$ cat config.mk
export PLATFORM = sky130hd
export DESIGN_NAME = cook_operator
export DESIGN_NICKNAME = d
export VERILOG_FILES = /design/src/rtl/cook_pkg.sv /design/src/rtl/cook_operator_heat_timer.sv /design/src/rtl/cook_operator.sv
export SDC_FILE = /design/constraint.sdc
export NUM_CORES = 1
export LEC_CHECK = 0
export ABC_AREA = 1
export CELL_PAD_IN_SITES_DETAIL_PLACEMENT = 0
export CELL_PAD_IN_SITES_GLOBAL_PLACEMENT = 1
export CORE_UTILIZATION = 43
export CTS_CLUSTER_DIAMETER = 150
export CTS_CLUSTER_SIZE = 16
export DETAILED_ROUTE_END_ITERATION = 10
export HOLD_SLACK_MARGIN = 0.15
export PLACE_DENSITY = 0.84
export RECOVER_POWER = 50
export SYNTH_ARGS = -nofsm -noshare
export SYNTH_HDL_FRONTEND = slang
export SYNTH_SLANG_ARGS = --single-unit
$ cat constraint.sdc
create_clock -name clk -period 3.4 [get_ports clk]
set_input_delay 0.51 -clock clk [delete_from_list [all_inputs] [get_ports clk]]
set_output_delay 0.51 -clock clk [all_outputs]
set_load 0.01 [all_outputs]
$ cat src/rtl/cook_pkg.sv
// -----------------------------------------------------------------------------
// cook_pkg
// Shared definitions for the cook operator slice:
//   - cook FSM status encodings (what the cook FSM reports back)
//   - operator FSM state encoding
//   - batch grading helper
// No ports (package).
// -----------------------------------------------------------------------------
package cook_pkg;

  // Status reported by the cook FSM.
  typedef enum logic [1:0] {
    ST_RAW   = 2'b00,
    ST_READY = 2'b01,
    ST_GOOD  = 2'b10,
    ST_END   = 2'b11
  } cook_status_e;

  // Operator FSM states.
  typedef enum logic [2:0] {
    IDLE  = 3'd0,
    CLEAR = 3'd1,
    HEAT  = 3'd2,
    TEMP  = 3'd3,
    FLIP  = 3'd4,
    CHECK = 3'd5,
    DONE  = 3'd6
  } op_state_e;

  localparam int TIMER_W = 8;

  // A batch is good only if nothing went wrong on the way and the cook FSM
  // ended up in the flipped-good state.
  function automatic logic batch_pass(input logic fail, input logic [1:0] status);
    return (!fail) && (status == ST_GOOD);
  endfunction

endpackage

$ cat src/rtl/cook_operator_heat_timer.sv
// -----------------------------------------------------------------------------
// heat_timer
// 8-bit loadable down-counter that times the HEAT phase.
// Ports:
//   clk      in   system clock, rising edge
//   reset    in   asynchronous active-high reset
//   load_i   in   load value_i into the counter
//   value_i  in   8-bit load value
//   en_i     in   count down one step per cycle
//   tc_o     out  terminal count: counter equals 1 while enabled
// -----------------------------------------------------------------------------
module heat_timer
  import cook_pkg::*;
(
  input  logic               clk,
  input  logic               reset,
  input  logic               load_i,
  input  logic [TIMER_W-1:0] value_i,
  input  logic               en_i,
  output logic               tc_o
);

  logic [TIMER_W-1:0] count_q;
  logic [TIMER_W-1:0] count_d;

  // Next count: load has priority; the counter parks at zero.
  always_comb begin
    count_d = count_q;
    if (load_i) begin
      count_d = value_i;
    end else if (en_i && (count_q != 8'd0)) begin
      count_d = count_q - 8'd1;
    end else begin
      count_d = count_q;
    end
  end

  // Counter register.
  always_ff @(posedge clk or posedge reset) begin
    if (reset) begin
      count_q <= 8'd0;
    end else begin
      count_q <= count_d;
    end
  end

  // Count==1 is the last HEAT cycle, so the FSM can leave on this edge.
  assign tc_o = en_i && (count_q == 8'd1);

endmodule

$ cat src/rtl/cook_operator.sv
// -----------------------------------------------------------------------------
// cook_operator
// Runs one cook batch per start: restarts the cook FSM, heats for
// HEAT_CYCLES cycles, issues temp then flip, and grades the outcome.
// Ports:
//   clk        in   system clock, rising edge
//   reset      in   asynchronous active-high reset
//   start      in   begin a batch (only honoured in IDLE)
//   status     in   2-bit cook FSM status
//   need_flip  in   cook FSM flip request
//   temp       out  temperature-reached pulse to the cook FSM
//   flip       out  flip pulse to the cook FSM
//   cook_rst   out  one-cycle restart pulse to the cook FSM
//   busy       out  high outside IDLE
//   done       out  one-cycle end-of-batch pulse
//   last_ok    out  grade of the most recent batch
//   ok_cnt     out  saturating count of good batches
//   fail_cnt   out  saturating count of failed batches
// All outputs are flops; none depends combinationally on an input.
// -----------------------------------------------------------------------------
module cook_operator
  import cook_pkg::*;
#(
  parameter int HEAT_CYCLES = 3,
  parameter int CNT_W       = 8
) (
  input  logic             clk,
  input  logic             reset,
  input  logic             start,
  input  logic [1:0]       status,
  input  logic             need_flip,
  output logic             temp,
  output logic             flip,
  output logic             cook_rst,
  output logic             busy,
  output logic             done,
  output logic             last_ok,
  output logic [CNT_W-1:0] ok_cnt,
  output logic [CNT_W-1:0] fail_cnt
);

  localparam logic [TIMER_W-1:0] HEAT_LOAD = TIMER_W'(HEAT_CYCLES);
  localparam logic [CNT_W-1:0]   CNT_ONE   = CNT_W'(1);
  localparam logic [CNT_W-1:0]   CNT_MAX   = {CNT_W{1'b1}};

  op_state_e        state_q, state_d;
  logic             fail_q, fail_d;
  logic             last_ok_q, last_ok_d;
  logic [CNT_W-1:0] ok_cnt_q, ok_cnt_d;
  logic [CNT_W-1:0] fail_cnt_q, fail_cnt_d;
  logic             temp_q, flip_q, cook_rst_q, busy_q, done_q;
  logic             timer_load_s, timer_en_s, timer_tc_s;
  logic             pass_s;

  heat_timer u_heat_timer (
    .clk     (clk),
    .reset   (reset),
    .load_i  (timer_load_s),
    .value_i (HEAT_LOAD),
    .en_i    (timer_en_s),
    .tc_o    (timer_tc_s)
  );

  // Next-state, fail flag, grade and counter logic.
  always_comb begin
    state_d      = state_q;
    fail_d       = fail_q;
    last_ok_d    = last_ok_q;
    ok_cnt_d     = ok_cnt_q;
    fail_cnt_d   = fail_cnt_q;
    timer_load_s = 1'b0;
    timer_en_s   = 1'b0;
    pass_s       = batch_pass(fail_q, status);
    case (state_q)
      IDLE: begin
        if (start) begin
          state_d = CLEAR;
          fail_d  = 1'b0;
        end else begin
          state_d = IDLE;
        end
      end
      CLEAR: begin
        timer_load_s = 1'b1;
        state_d      = HEAT;
      end
      HEAT: begin
        timer_en_s = 1'b1;
        // A fault wins over terminal count: an aborted batch must never
        // reach TEMP or FLIP.
        if (status != ST_RAW) begin
          fail_d  = 1'b1;
          state_d = CHECK;
        end else if (timer_tc_s) begin
          state_d = TEMP;
        end else begin
          state_d = HEAT;
        end
      end
      TEMP: begin
        state_d = FLIP;
      end
      FLIP: begin
        if (!need_flip) begin
          fail_d = 1'b1;
        end else begin
          fail_d = fail_q;
        end
        state_d = CHECK;
      end
      CHECK: begin
        last_ok_d = pass_s;
        if (pass_s) begin
          if (ok_cnt_q != CNT_MAX) begin
            ok_cnt_d = ok_cnt_q + CNT_ONE;
          end else begin
            ok_cnt_d = ok_cnt_q;
          end
        end else begin
          if (fail_cnt_q != CNT_MAX) begin
            fail_cnt_d = fail_cnt_q + CNT_ONE;
          end else begin
            fail_cnt_d = fail_cnt_q;
          end
        end
        state_d = DONE;
      end
      DONE: begin
        state_d = IDLE;
      end
      default: begin
        state_d = IDLE;
      end
    endcase
  end

  // State and batch bookkeeping registers.
  always_ff @(posedge clk or posedge reset) begin
    if (reset) begin
      state_q    <= IDLE;
      fail_q     <= 1'b0;
      last_ok_q  <= 1'b0;
      ok_cnt_q   <= {CNT_W{1'b0}};
      fail_cnt_q <= {CNT_W{1'b0}};
    end else begin
      state_q    <= state_d;
      fail_q     <= fail_d;
      last_ok_q  <= last_ok_d;
      ok_cnt_q   <= ok_cnt_d;
      fail_cnt_q <= fail_cnt_d;
    end
  end

  // Output flops: decoded from the next state so each is high exactly while
  // the FSM sits in the matching state.
  always_ff @(posedge clk or posedge reset) begin
    if (reset) begin
      temp_q     <= 1'b0;
      flip_q     <= 1'b0;
      cook_rst_q <= 1'b0;
      busy_q     <= 1'b0;
      done_q     <= 1'b0;
    end else begin
      temp_q     <= (state_d == TEMP);
      flip_q     <= (state_d == FLIP);
      cook_rst_q <= (state_d == CLEAR);
      busy_q     <= (state_d != IDLE);
      done_q     <= (state_d == DONE);
    end
  end

  assign temp     = temp_q;
  assign flip     = flip_q;
  assign cook_rst = cook_rst_q;
  assign busy     = busy_q;
  assign done     = done_q;
  assign last_ok  = last_ok_q;
  assign ok_cnt   = ok_cnt_q;
  assign fail_cnt = fail_cnt_q;

endmodule
==> results list, run 1 <==
* Worst supply voltage drop on vdd: 0.347 mV
* Category of the critical setup timing path: in2async
- In this run the static leakage power is 1.13 nW.
- Cts hold-fix bufs: 0
* Starting DRT DRC Count: 78
* Clock root buffer master: clkbuf_8
* Antenna Cells: 0
* Endpoint of the worst register-to-register path: u_heat_timer.count_q[2]
- Number of cell rows: 23
* Worst hold path type: reg2reg
- After detailed routing, the total wire length is 3550 um.
* Routed wire per std cell: 10.9 um
- Syn Nets: 253
- Count of mapped cells out of synthesis: 242
* R2R cell count: 8
- STA classifies the critical path endpoint as an async pin.
* Starting density of the core: 0.463
* Total setup buffers inserted after CTS: 0
- Final worst clock skew: 0.00887 ns
- Of the available clock period, the critical path in the final layout requires 0.613.
- Worst Hold Path Cells: 2
- Worst-path cell chain: dlygate4sd3_1 > inv_1 > clkbuf_1
- In the final timing run, aggregate negative setup slack is 0 ns.
* Clock insertion delay at the later pin of the skew report: 0.29 ns
* Number of synthesis warnings: 0
* First-pass GRT wire length: 5840 um
- Fin. Hold Viols: 0
- Detailed-router iteration count before antenna repair: 4
- Final setup viols: 0
* Number of register bits inferred by synthesis: 34
* Slew margin rel.: 0.328
* Die width: 68.8 um
- 28 I/O pins were placed.
* Number of pins exceeding their max-slew limit in the final report: 0
* Slew @ Worst Pin: 1.01 ns
- The largest single stage delay on the critical path is 0.82 ns.
- Hold is met by 0.514 ns.
- The congestion estimate from routability-driven global placement came to 0.780.
- Entering global routing, the biggest net connects 19 pins.
- After detailed routing, the number of remaining DRC violations is 0.
- For this design the ratio of total power to cell area is 747 nW/um^2.
* Synthesized area per cell: 7.93 um^2
- Final min period: 2.09 ns
* Placement-stage cell area: 2240 um^2
- Worst-case hold path end point: last_ok
- Vias after detailed routing: 1526
* Placeable core region: 4140 um^2
- Status: finished, final reports clean
- Hold Path Origin: last_ok
- Register area: 851 um^2
- Final instance area: 2290 um^2
* Total overflow reported by the global router: 0
- The die covers 4730 um^2.
- Multi-input gate area: 886 um^2
- The startpoint identified for the worst register-to-register timing path is state_q[2].
* Sequential share of the synthesized area: 0.443
* Number of instances resized during post-cts repair: 0
- No sink is reached through more buffers than the 2 on the longest clock path.
- Static timing analysis puts the maximum clock frequency at 479 MHz.
- Counting distinct cell types in the post-synthesis netlist gives 28.
- Vias in the first global route: 1384
- Once detailed placement completed, the half-perimeter wirelength came to 2600 um.
- Final antenna-violating net count: 0
* Fill cell total of the finished layout: 424
- TritonCTS built the clock tree.
- Clock tree synthesis found a total of 34 sinks.
- Number of vias per cell after detailed routing: 4.68
* Number of levels in the clock H-tree: 2
* Clock-pin slew of the registers on the worst-case setup and hold paths: 0.07 ns
* RSZ-0062 raised after global routing: no
- Num CTS Buffers: 5
- Port buffering added 27 buffers.
* Initial antenna violation count: 0
- Number of max-cap violations: 0
- The final layout contains 286 nets.
* Maximum net fanout on the critical path: 18
- From synthesis to final layout, the design area changed by 19.5%.
- Reg-to-reg setup timing slack: 1.40 ns
- In the global route stage, overall resource usage came out at 0.168.
- After synthesis the cells add up to 1920 um^2.
* Vertical die dimension: 68.8 um
* CP startpoint kind: primary input
- In the final layout, the share of cells above drive strength 1 is 0.0833.
- Max stage delay cell, worst path: clkbuf_1
- Worst EP arrival: 2.35 ns
- STA puts the critical path data required time at 3.67 ns.
==> layout make-up <==
class,count,share of cell area
flip-flops and latches,34,0.371
repair buffers,28,0.119
clock buffers,6,0.0360
multi-input cells,174,0.386
inverters,32,0.0546
clock inverters,2,0.00546
well taps,50,0.0273
==> how the worst max path moves through the flow <==
stage                      from          end  slack, ns  cells after the start
detailed placement    status[1]    ok_cnt[3]       1.51                     10
global route              reset    ok_cnt[6]       0.94                      3
global placement      status[1]    ok_cnt[3]       1.53                     10
floorplan             status[1]    ok_cnt[3]       2.10                      9
finish                    reset    ok_cnt[6]       1.31                      3
CTS                 fail_cnt[3]  fail_cnt[3]       1.55                      1
==> report_power, final <==
part	internal [mW]	leakage [nW]	switching, mW
Clock	0.163	0.0472	0.147
Combinational	0.307	0.642	0.414
Sequential	0.533	0.443	0.148
Total	1.00	1.13	0.709
==> placed cells by master, fill, tap and decap left out <==
cell type / count
nand3_4: 1
nand3b_1: 1
nand3_1: 13
inv_4: 2
inv_1: 30
clkbuf_8: 6
a21boi_0: 1
nand2_2: 3
nor3_1: 1
clkdlybuf4s50_1: 24
nand2_4: 1
o21ai_1: 3
nor2_4: 2
nand4_1: 5
o211ai_1: 1
nand2_1: 84
xor2_1: 6
clkinvlp_4: 1
ha_1: 5
a21oi_1: 2
o21ai_0: 5
xnor2_1: 6
nand3_2: 1
clkbuf_1: 1
clkinv_2: 1
a21oi_2: 1
dfrtp_1: 34
o21ai_2: 4
dlygate4sd3_1: 3
nor2_1: 28
==> cell families after synthesis <==
logic type / count (synthesis) / share of synthesized area
AOI/OAI and AO/OA: 17 / 0.0567
xor gates and xnor gates: 12 / 0.0548
adders and majority gates: 5 / 0.0326
buffers and inverters: 34 / 0.0750
DFF: 34 / 0.443
and+or+nand+nor: 140 / 0.338
==> sequential cells by signal, indices dropped and copies added, names as in the netlist <==
register              cells
u_heat_timer.count_q      8
flip                      1
ok_cnt                    8
fail_q                    1
done                      1
cook_rst                  1
last_ok                   1
busy                      1
state_q                   3
temp                      1
fail_cnt                  8
==> cell usage after synthesis <==
library cell | count | area, um^2
nor2_8 | 1 | 20.0
buf_4 | 1 | 7.51
nor3_1 | 1 | 5.00
nand3_2 | 1 | 10.0
o21ai_2 | 4 | 35.0
a21boi_1 | 1 | 7.51
a21oi_1 | 2 | 10.0
ha_1 | 5 | 62.6
o211ai_1 | 1 | 7.51
nand2_1 | 84 | 315
buf_6 | 1 | 11.3
nor2_4 | 5 | 56.3
nand3_4 | 1 | 17.5
xor2_1 | 6 | 52.6
nand3b_1 | 1 | 7.51
nor2_1 | 24 | 90.1
o21ai_1 | 4 | 20.0
a21oi_2 | 1 | 8.76
nand2_2 | 3 | 18.8
nand3_1 | 13 | 65.1
inv_4 | 2 | 12.5
inv_2 | 2 | 7.51
o21ai_0 | 4 | 20.0
xnor2_1 | 6 | 52.6
nand2_4 | 1 | 11.3
inv_1 | 28 | 105
dfrtp_1 | 34 | 851
nand4_1 | 5 | 31.3
==> per-layer routing <==
layer	wire length [um]	vias up	track usage
met5	0	-	0
met4	38	0	0.0408
li1	-	810	-
met3	140	5	0.0576
met1	1790	686	0.214
met2	1590	25	0.273
==> stage by stage <==
stage	power (mW)	std cells	setup WS (ns)	utilization
floorplan	1.23	242	2.10	-
global placement	1.46	318	1.53	0.541
detailed placement	1.47	318	1.51	0.541
CTS	1.79	326	1.55	0.564
global route	1.87	326	0.943	0.553
finish	1.71	326	1.31	0.553
==> worst max-delay path: cells and delay by family <==
family	cells	cell delay [ns]
buffers and inverters	3	1.83
Power figures use the tool's default switching activity.
==> inputs of run 2 (changes only) <==
Settings changed: CORE_UTILIZATION 43 to 36, PLACE_DENSITY 0.84 to 0.75.
Clock period 3.4 ns to 1.7 ns, I/O delays scaled along.
==> run 2 against run 1 <==
First-iteration DRC count down 6.4%. Cell area up 2.8%. Count of clock-buffer cells in the layout unchanged. Critical path depth down 2. Worst setup slack worse by 1.2 ns. Sequential power up 97%. Clock skew down 0.0035 ns. Global-route usage down 2.1 points. Power up 100%. Combinational power up 120%. Largest power group unchanged. Highest routed layer unchanged.
==> results list, run 2 (same netlist as run 1, synthesis figures left out) <==
- The area growth from synthesis to layout is 22.8%.
* Portion of the clock cycle consumed by the worst path in the final layout: 0.914
- The setup path with the least slack is of type reg2out.
* GRT Overall Usage: 0.147 (-0.0208)
- Leading cell types in the layout, fill and taps excluded: nand2_1 (84), dfrtp_1 (34), inv_1 (30)
- Hold Path Origin: fail_q
* Crit-path max cell delay: 0.57 ns (-0.25 ns)
- Worst hold path type: reg2reg
- The library cell used most frequently in the layout, excluding fill and tap cells, is nand2_1.
- The switching fraction of total power was 0.417 (+0.00237).
- The number of stages on the worst hold path was 2 (unchanged).
- Clock Power Share: 0.168 (-0.013)
* Worst hold slack: 0.505 ns (-0.00845 ns)
- The number of hold-slack violations in the final timing report is 0 (unchanged).
* Relative contribution of combinational cells to total power: 0.448 (+0.027)
- The net switching power is 1.46 mW (+110%).
* Vias in the first global route: 1389 (+0.36%)
* Startpoint of the worst register-to-register path: state_q[1]
- Total overflow reported by the global router: 0 (unchanged)
* Routed wire per std cell: 10.3 um (-5.3%)
- Worst EP arrival: 1.30 ns (-1.05 ns)
- Port bufs: 27 (unchanged)
* Vertical die dimension: 75.0 um (+9.0%)
* Bufs on Longest Clock Path: 2 (unchanged)
- The last weighted congestion value of the routability-driven placer came to 0.715 (-8.4%).
- Slew margin rel.: 0.425 (+0.0979)
* Crit. End Element: primary output
- The leakage dissipation was 1.14 nW (+0.87%).
- The initial antenna violation count is 0 (unchanged).
- The hold buffer count at cts is 0 (unchanged).
- Num CTS Buffers: 5 (unchanged)
* Net count reported at finish: 288 (+0.70%)
* Worst-case hold path end point: fail_q
- Final setup viols: 0 (unchanged)
- The layout filler cell count came to 551 (+30%).
- Register area: 851 um^2 (unchanged)
* Detail Placement HPWL: 2680 um (+3.0%)
- Cell count along the critical path: 1 (-2)
- The max-slew violation count is 0 (unchanged).
- The number of sinks handled by clock tree synthesis is 34 (unchanged).
* Total setup buffers inserted after CTS: 0 (unchanged)
- Required time of the critical path: 1.44 ns (-2.23 ns)
- Io pins: 28 (unchanged)
- Number of levels in the clock H-tree: 2 (unchanged)
- Total power of the final layout: 3.50 mW (+100%)
* Multi-input gate area: 925 um^2 (+4.4%)
- Clock-pin slew of the registers on the worst-case setup and hold paths: 0.07 ns (about the same)
- Final worst clock skew: 0.00535 ns (-0.00351 ns)
- The area of the placeable core is 5110 um^2 (+23%).
* R2R cell count: 7 (-1)
* Clock root buffer master: clkbuf_8
* Floorplan die area: 5630 um^2 (+19%)
- Max stage delay cell, worst path: clkdlybuf4s50_1
- The clock latency on the worst-skew pair is 0.28 ns (about the same).
* RSZ-0062 raised after global routing: no
* Ratio of total power to cell area: 1480 nW/um^2 (+99%)
- The count of cells resized by post-cts repair was 0 (unchanged).
* Fraction of final layout cells with drive strength greater than 1: 0.0978 (+0.0145)
- Antenna Cells: 0 (unchanged)
- The setup slack of the worst register-to-register path came to 0.19 ns (-1.21 ns).
- The transition time at the pin with the least slew margin came to 0.862 ns (-0.147 ns).
* Starting DRT DRC Count: 73 (-6.4%)
- The signal on the critical path passes through clkdlybuf4s50_1.
* Cell type group with the largest total delay on the critical path: buffers and inverters
- Fraction of the core area covered by cells at the end of the flow: 0.462 (-0.0919)
- Endpoint of the worst register-to-register path: fail_cnt[6]
- Final min period: 1.55 ns
- The per-cell via count in the routed design is 4.46 (-4.8%).
- The die width was 75.0 um (+9.0%).
- The number of placement rows was 26 (+13%).
- The internal power consumption came to 2.04 mW (+100%).
- Buffers and inverters on the worst path: 1 (-2)
- The effective utilization at floorplan came to 0.376 (-0.0874).
- The post-detailed-routing wire length was 3570 um (+0.53%).
- The post-detailed-route count of antenna-violating nets is 0 (unchanged).
* Setup TNS: 0 ns (unchanged)
* Largest net degree at the start of global routing: 35 (+16)
* Clock tree from TritonCTS: yes
- The flow ran to the end, and the final reports show no timing, DRC or antenna violations.
- Maximum net fanout on the critical path: 6 (-12)
* Detailed-router iteration count before antenna repair: 4 (unchanged)
* Worst supply voltage drop on vdd: 0.630 mV (+82%)
- The part of the total power dissipated in sequential elements is 0.384 (-0.014).
- Number of max-cap violations: 0 (unchanged)
* Vias after detailed routing: 1542 (+1.0%)
* DRC viols: 0 (unchanged)
* CP startpoint kind: register
- First-pass GRT wire length: 6180 um (+5.9%)
* Maximum operating frequency: 644 MHz
## run 2: how the worst max path moves through the flow
stage | startpoint | to | slack (ns)
floorplan | ok_cnt[0] | ok_cnt[3] | 0.44
global placement | status[1] | ok_cnt[2] | 0.1
detailed placement | status[1] | ok_cnt[3] | 0.07
CTS | fail_cnt[2] | fail_cnt[2] | 0.13
global route | state_q[1] | fail_cnt[5] | 0.06
finish | fail_cnt[2] | fail_cnt[2] | 0.15
## run 2: layer usage
layer / routed length (um) / track usage / vias to the layer above
li1: - / - / 814
met1: 1710 / 0.189 / 702
met2: 1690 / 0.232 / 20
met3: 117 / 0.0402 / 6
met4: 52 / 0.0650 / 0
met5: 0 / 0 / -
## run 2: through the flow
stage | cell area (um^2) | std cells | setup slack, ns
floorplan | 1920 | 242 | 0.445
global placement | 2280 | 340 | 0.0971
detailed placement | 2280 | 340 | 0.0660
CTS | 2360 | 346 | 0.130
global route | 2360 | 346 | 0.0623
finish | 2360 | 346 | 0.147
## run 2: final cells by class
type                            count  area share
Clock buffer                        6      0.0350
Inverter                           32      0.0531
Multi-Input combinational cell    174       0.392
Sequential cell                    34       0.361
Tap cell                           70      0.0372
Timing Repair Buffer               30       0.122
## run 2: power by group through the flow
stage | registers [mW] | logic [mW] | clock network [mW]
global route | 1.39 | 1.78 | 0.640
finish | 1.34 | 1.57 | 0.587
floorplan | 1.36 | 1.10 | 0
global placement | 1.37 | 1.60 | 0
CTS | 1.35 | 1.61 | 0.615
detailed placement | 1.36 | 1.60 | 0
==> variant 1 (flow settings as in run 1) <==
Re-encode `op_state_e` (7 states) as one-hot, 7 bits wide.
--- a/src/rtl/cook_pkg.sv
+++ b/src/rtl/cook_pkg.sv
@@ -18,12 +18,12 @@
 
   // Operator FSM states.
-  typedef enum logic [2:0] {
-    IDLE  = 3'd0,
-    CLEAR = 3'd1,
-    HEAT  = 3'd2,
-    TEMP  = 3'd3,
-    FLIP  = 3'd4,
-    CHECK = 3'd5,
-    DONE  = 3'd6
+  typedef enum logic [6:0] {
+    IDLE  = 7'b0000001,
+    CLEAR = 7'b0000010,
+    HEAT  = 7'b0000100,
+    TEMP  = 7'b0001000,
+    FLIP  = 7'b0010000,
+    CHECK = 7'b0100000,
+    DONE  = 7'b1000000
   } op_state_e;
 
Formal check against the unedited RTL: same outputs for any inputs over 10 cycles, from zero or initial values and one cycle with reset high; not proved beyond that.
==> variant 1 against run 1 <==
- the run now ends with design-rule violations left
- worst setup slack better by 0.22 ns
- routed wire length is 6.6% higher
- design area is 5.9% higher
- clock power is 3% higher
- clock skew is 0.0038 ns lower
- area after synthesis is 5.7% higher
- sequential cell count is 4 higher
- power is 19% lower
- first-iteration DRC count is 83% higher
==> variant 1: results (changes against run 1) <==
Status
  • Outcome: finished, violations left
  • Failing checks: design-rule violations

Yosys
  • Synthesis warning total: 0 (unchanged)
  • Post-synth top cells: nand2_1, dfrtp_1, inv_1
  • Syn Nets: 260 (+2.8%)
  • Synth unique cells: 27 (-3.6%)
  • Post-synthesis sequential area ratio: 46.9% (+2.6 points)
  • Area contributors post-synth: dfrtp_1, nand2_1, inv_1, nand3_1, nor2_1
  • Main synth FF type: dfrtp_1
  • Async set or reset register ratio after synthesis: 100% (unchanged)

Global route
  • Vias in the first global route: 1541 (+11%)
  • Initial antenna violation count: 0 (unchanged)
  • Pin count of the biggest net entering global routing: 23 (+4)
  • First-pass GRT wire length: 7.02 mm (+20%)
  • Tot GR Track Use: 17.8% (+1.0 points)

Critical path
  • FF-to-FF End: fail_cnt[1]
  • Startpoint types: flop
  • Reg-to-reg startpoint: state_q[1]
  • Crit end category: flop
  • Crit Path Max Fanout: 11 (-7)
  • Worst R2R Setup Slack: 1.53 ns (+0.13 ns)
  • Arrival time worst endpoint: 2.09 ns (-0.26 ns)
  • Worst r2r path cells: 7 (-1)

Clock network
  • Clk Latency, worst-skew pair: around 0.28 ns
  • Cts bufs inserted: 5 (unchanged)
  • Clk root buf: clkbuf_8
  • Setup bufs post-CTS: 0 (unchanged)
  • Clock Path Buffers: 2 (unchanged)
  • Htree depth: 2 (unchanged)

Route
  • DRC Markers: 8 (+8)
  • Via count: 1602 (+5.0%)
  • Routed wire length: 3.79 mm (+6.6%)
  • 1st-iter DRT viols: 143 (+83%)
  • DRT Pass-1 Iters: 7 (+3)

Power
  • Leakage power: 1.26 nW (+11%)
  • Worst-case vdd ir drop: 0.318 mV (-8.4%)

Place
  • DP Worst Slack: 1.28 ns (-0.233 ns)
  • Placement Cell Area: 0.00236 mm² (+5.1%)
  • PortBufs: 27 (unchanged)
  • Placer congestion estimate: 0.797 (+2.3%)
  • Hpwl dp: 2.80 mm (+7.6%)

Run
  • Number of max-cap violations: 0 (unchanged)

STA
  • Slew headroom: 42.6% (+9.9 points)
  • Clock skew: 0.00506 ns (-0.00380 ns)
  • Fmax: 535 MHz (+12%)
  • Setup tns final: 0 ns (unchanged)

Finish
  • Share of layout cells above drive strength 1: 9.15% (+0.82 points)
  • Final nets: 294 (+2.8%)
  • Diodes inserted: 0 (unchanged)

Min path
  • Hold Path Class: flop to flop
==> variant 1: cell types whose count changed after synthesis, moves of 4 or more <==
| cell | run 1 | this run |
|---|---|---|
| nor2_1 | 24 | 20 |
| inv_2 | 2 | 9 |
| nor3_1 | 1 | 7 |
| inv_1 | 28 | 24 |
| o21ai_0 | 4 | 8 |
| nand3_1 | 13 | 17 |
| nand2_1 | 84 | 76 |
| nor2_4 | 5 | 1 |
==> variant 1: kinds of logic (layout without fill, tap and decap cells) <==
kind of cell / count (synthesis) / count (layout) / synth area share, %
xor+xnor: 17 / 17 / 7.71
buf+inv: 35 / 70 / 7.22
fa+ha+maj: 5 / 5 / 3.08
flops: 38 / 38 / 46.9
simple gates: 140 / 140 / 31.3
compound gates: 14 / 14 / 3.76
==> variant 1: worst min-delay path by stage <==
stage,start,endpoint
3_3_place_gp,fail_q,fail_q
4_1_cts,fail_q,fail_q
3_5_place_dp,fail_q,fail_q
6_report,fail_q,fail_q
5_1_grt,fail_q,fail_q
2_1_floorplan,fail_q,fail_q
==> variant 1: per-layer routing <==
metal	track usage [%]	vias to the layer above	wire [µm]	share of wire (%)
li1	-	848	-	-
met1	24.1	728	1910	51
met2	27.7	24	1740	46
met3	5.41	2	118	3.1
met4	5.56	0	21	0.55
met5	0	-	0	0
==> variant 1: through the flow <==
stage | hold WS (ns) | total power [mW] | instances
6_report | 0.476 | 1.39 | 336
5_1_grt | 0.512 | 1.51 | 336
4_1_cts | 0.483 | 1.42 | 336
3_5_place_dp | 0.464 | 1.09 | 328
3_3_place_gp | 0.463 | 1.09 | 328
2_1_floorplan | 0.443 | 0.939 | 249
==> variant 1: cell type report <==
| cell class | count | area, µm² |
|---|---|---|
| clock buffer | 7 | 86.3 |
| clock inverter | 1 | 5.00 |
| fill | 443 | 2020 |
| inverter | 33 | 124 |
| multi-input combinational | 176 | 918 |
| sequential | 38 | 952 |
| tap | 52 | 65.1 |
| timing repair buffer | 29 | 278 |
==> variant 1: power breakdown <==
| part | total, mW | switching (mW) | internal [mW] | leakage (nW) |
|---|---|---|---|---|
| logic | 0.456 | 0.262 | 0.194 | 0.709 |
| registers | 0.618 | 0.0753 | 0.543 | 0.502 |
| clock network | 0.319 | 0.155 | 0.164 | 0.0482 |
==> variant 1: critical path, cell delays in order (launching register included) <==
cell and delay, ns:
dfrtp_1 0.40, inv_1 0.11, nand2_4 0.07, nor3_1 0.48, nand3_2 0.37, inv_1 0.24, nand2_1 0.07, nand2_1 0.07
==> variant 2 (flow settings as in run 1) <==
Made on the original files. Set the parameter `CNT_W` to 7 (it was 8).
--- a/src/rtl/cook_operator.sv
+++ b/src/rtl/cook_operator.sv
@@ -23,5 +23,5 @@
 #(
   parameter int HEAT_CYCLES = 3,
-  parameter int CNT_W       = 8
+  parameter int CNT_W       = 7
 ) (
   input  logic             clk,
Interface: changed (resized fail_cnt and ok_cnt); port bits go from 28 to 26. No check against the original RTL was run, so the function may have changed too.
==> variant 2 against run 1 <==
- the flow now finishes with violations (max-capacitance violations, max-slew violations)
- power about the same
- count of clock-buffer cells in the layout unchanged
- worst hold slack got worse by 0.027 ns
- worst setup slack got worse by 0.025 ns
- synthesized cell count decreased by 12%
- routed wire length decreased by 11%
- utilization increased by 1.0 points
- sequential share of layout area increased by 0.29 points
- design area decreased by 6.6%
- sequential cell count decreased by 2
- register-to-register slack improved by 0.41 ns
- global-route usage decreased by 0.085 points
- area after synthesis decreased by 8.2%
- die area decreased by 8.0%
- largest cell class unchanged
- largest power group unchanged
==> variant 2: results (changes against run 1) <==
Status
  • Outcome: finished, violations left
  • Failing checks: max-capacitance violations, max-slew violations

Yosys
  • Synthesis warning total: 0 (unchanged)
  • Mapped Cells: 213 (-12%)
  • Main synth FF type: dfrtp_1
  • Synth unique cells: 30 (+7.1%)
  • Post-synth top cells: nand2_1, dfrtp_1, inv_1
  • Async set or reset register ratio after synthesis: 100% (unchanged)
  • Post-synthesis sequential area ratio: 45.5% (+1.1 points)
  • Area contributors post-synth: dfrtp_1, nand2_1, inv_1, ha_1, xor2_1
  • Syn Nets: 224 (-11%)

Route
  • DRT Pass-1 Iters: 4 (unchanged)
  • Via count: 1350 (-12%)
  • 1st-iter DRT viols: 94 (+21%)
  • Wire per inst: 10.7 µm (-1.5%)
  • Antenna-violating nets left: 0 (unchanged)
  • Via-per-instance ratio: 4.59 (-1.9%)

Clock network
  • Clock Path Buffers: 2 (unchanged)
  • Clk root buf: clkbuf_8
  • Post-cts resize count: 0 (unchanged)
  • Clock-pin slew on the worst setup and hold paths: roughly 0.060 ns
  • Htree depth: 2 (unchanged)
  • Cts bufs inserted: 5 (unchanged)
  • Clk Latency, worst-skew pair: 0.28 ns
  • Setup bufs post-CTS: 0 (unchanged)

Critical path
  • CP delay by family, top: buffers and inverters
  • Worst stage delay on the critical path: 1.20 ns (+0.38 ns)
  • CP max-delay cell: clkbuf_1
  • Arrival time worst endpoint: 2.19 ns (-0.16 ns)
  • Crit Path Max Fanout: 32 (+14)

Run
  • Number of max-cap violations: 1 (+1)

Finish
  • Share of layout cells above drive strength 1: 8.94% (+0.61 points)
  • Max reg flops: 8
  • Diodes inserted: 0 (unchanged)
  • Most flops, register: u_heat_timer.count_q
  • Final nets: 257 (-10%)
  • Layout filler cell count: 367 (-13%)

Place
  • Placed Cells: 287 (-9.7%)
  • Placer congestion estimate: 0.788 (+1.0%)
  • PortBufs: 25 (-7.4%)
  • Hpwl dp: 2.31 mm (-11%)

Power
  • Leakage power: 1.10 nW (-3.1%)
  • Worst-case vdd ir drop: 0.461 mV (+33%)

STA
  • Worst slew pin tran: 1.69 ns (+0.678 ns)
  • Max-slew violations: 33 (+33)
  • Clock skew: 0.00639 ns (-0.00247 ns)

Global route
  • Pin count of the biggest net entering global routing: 33 (+14)
  • Tot GR Track Use: 16.7% (-0.085 points)
  • Vias in the first global route: 1204 (-13%)
  • Initial antenna violation count: 0 (unchanged)
  • First-pass GRT wire length: 5.37 mm (-8.0%)

Min path
  • Hold Path Class: flop to flop
[variant 2: logic make-up (layout without fill, tap and decap cells)]
group           count (synthesis)  after routing  share of synthesized area (%)
compound gates                 16             16                           7.17
simple gates                  117            117                           31.1
flops                          32             32                           45.5
buf+inv                        32             65                           7.24
fa+ha+maj                       5              5                           3.55
xor+xnor                       11             11                           5.47
[variant 2: worst paths after layout]
kind	start	end	slack (ns)	cells after the start
setup / recovery	reset	last_ok	1.29	3
hold reg to reg	last_ok	last_ok	0.49	2
min in group asynchronous	reset	u_heat_timer.count_q[5]	1.12	3
hold / removal	last_ok	last_ok	0.49	2
max in group clk	ok_cnt[4]	ok_cnt[4]	1.59	1
setup reg to reg	state_q[1]	fail_cnt[0]	1.81	5
[variant 2: layer usage]
layer  routed length, µm  GRT usage (%)
met1                1670           23.5
met4                  48           7.18
met2                1350           23.9
met5                   0              0
met3                  83           4.66
[variant 2: cell type report]
cell class	instances	area share (%)
repair buffers	26	11.9
multi-input cells	149	38.4
flip-flops and latches	32	37.4
clock inverters	1	0.234
well taps	48	2.80
inverters	32	5.96
clock buffers	6	3.39
[variant 2: through the flow]
stage	cell area (µm²)	worst slack (ns)
after floorplan	1760	2.05
after global placement	2080	1.55
after detailed placement	2080	1.53
after CTS	2160	1.59
after global routing	2140	0.796
final	2140	1.29
[variant 2: worst min-delay path, delay by kind of cell (launching register included)]
family / cells / cell delay [ns]
simple gates: 2 / 0.10
flops: 1 / 0.35
[variant 2: report_power, final]
group / switching, mW / internal (mW)
sequential: 0.137 / 0.513
clock: 0.135 / 0.139
combinational: 0.456 / 0.332
total: 0.729 / 0.984
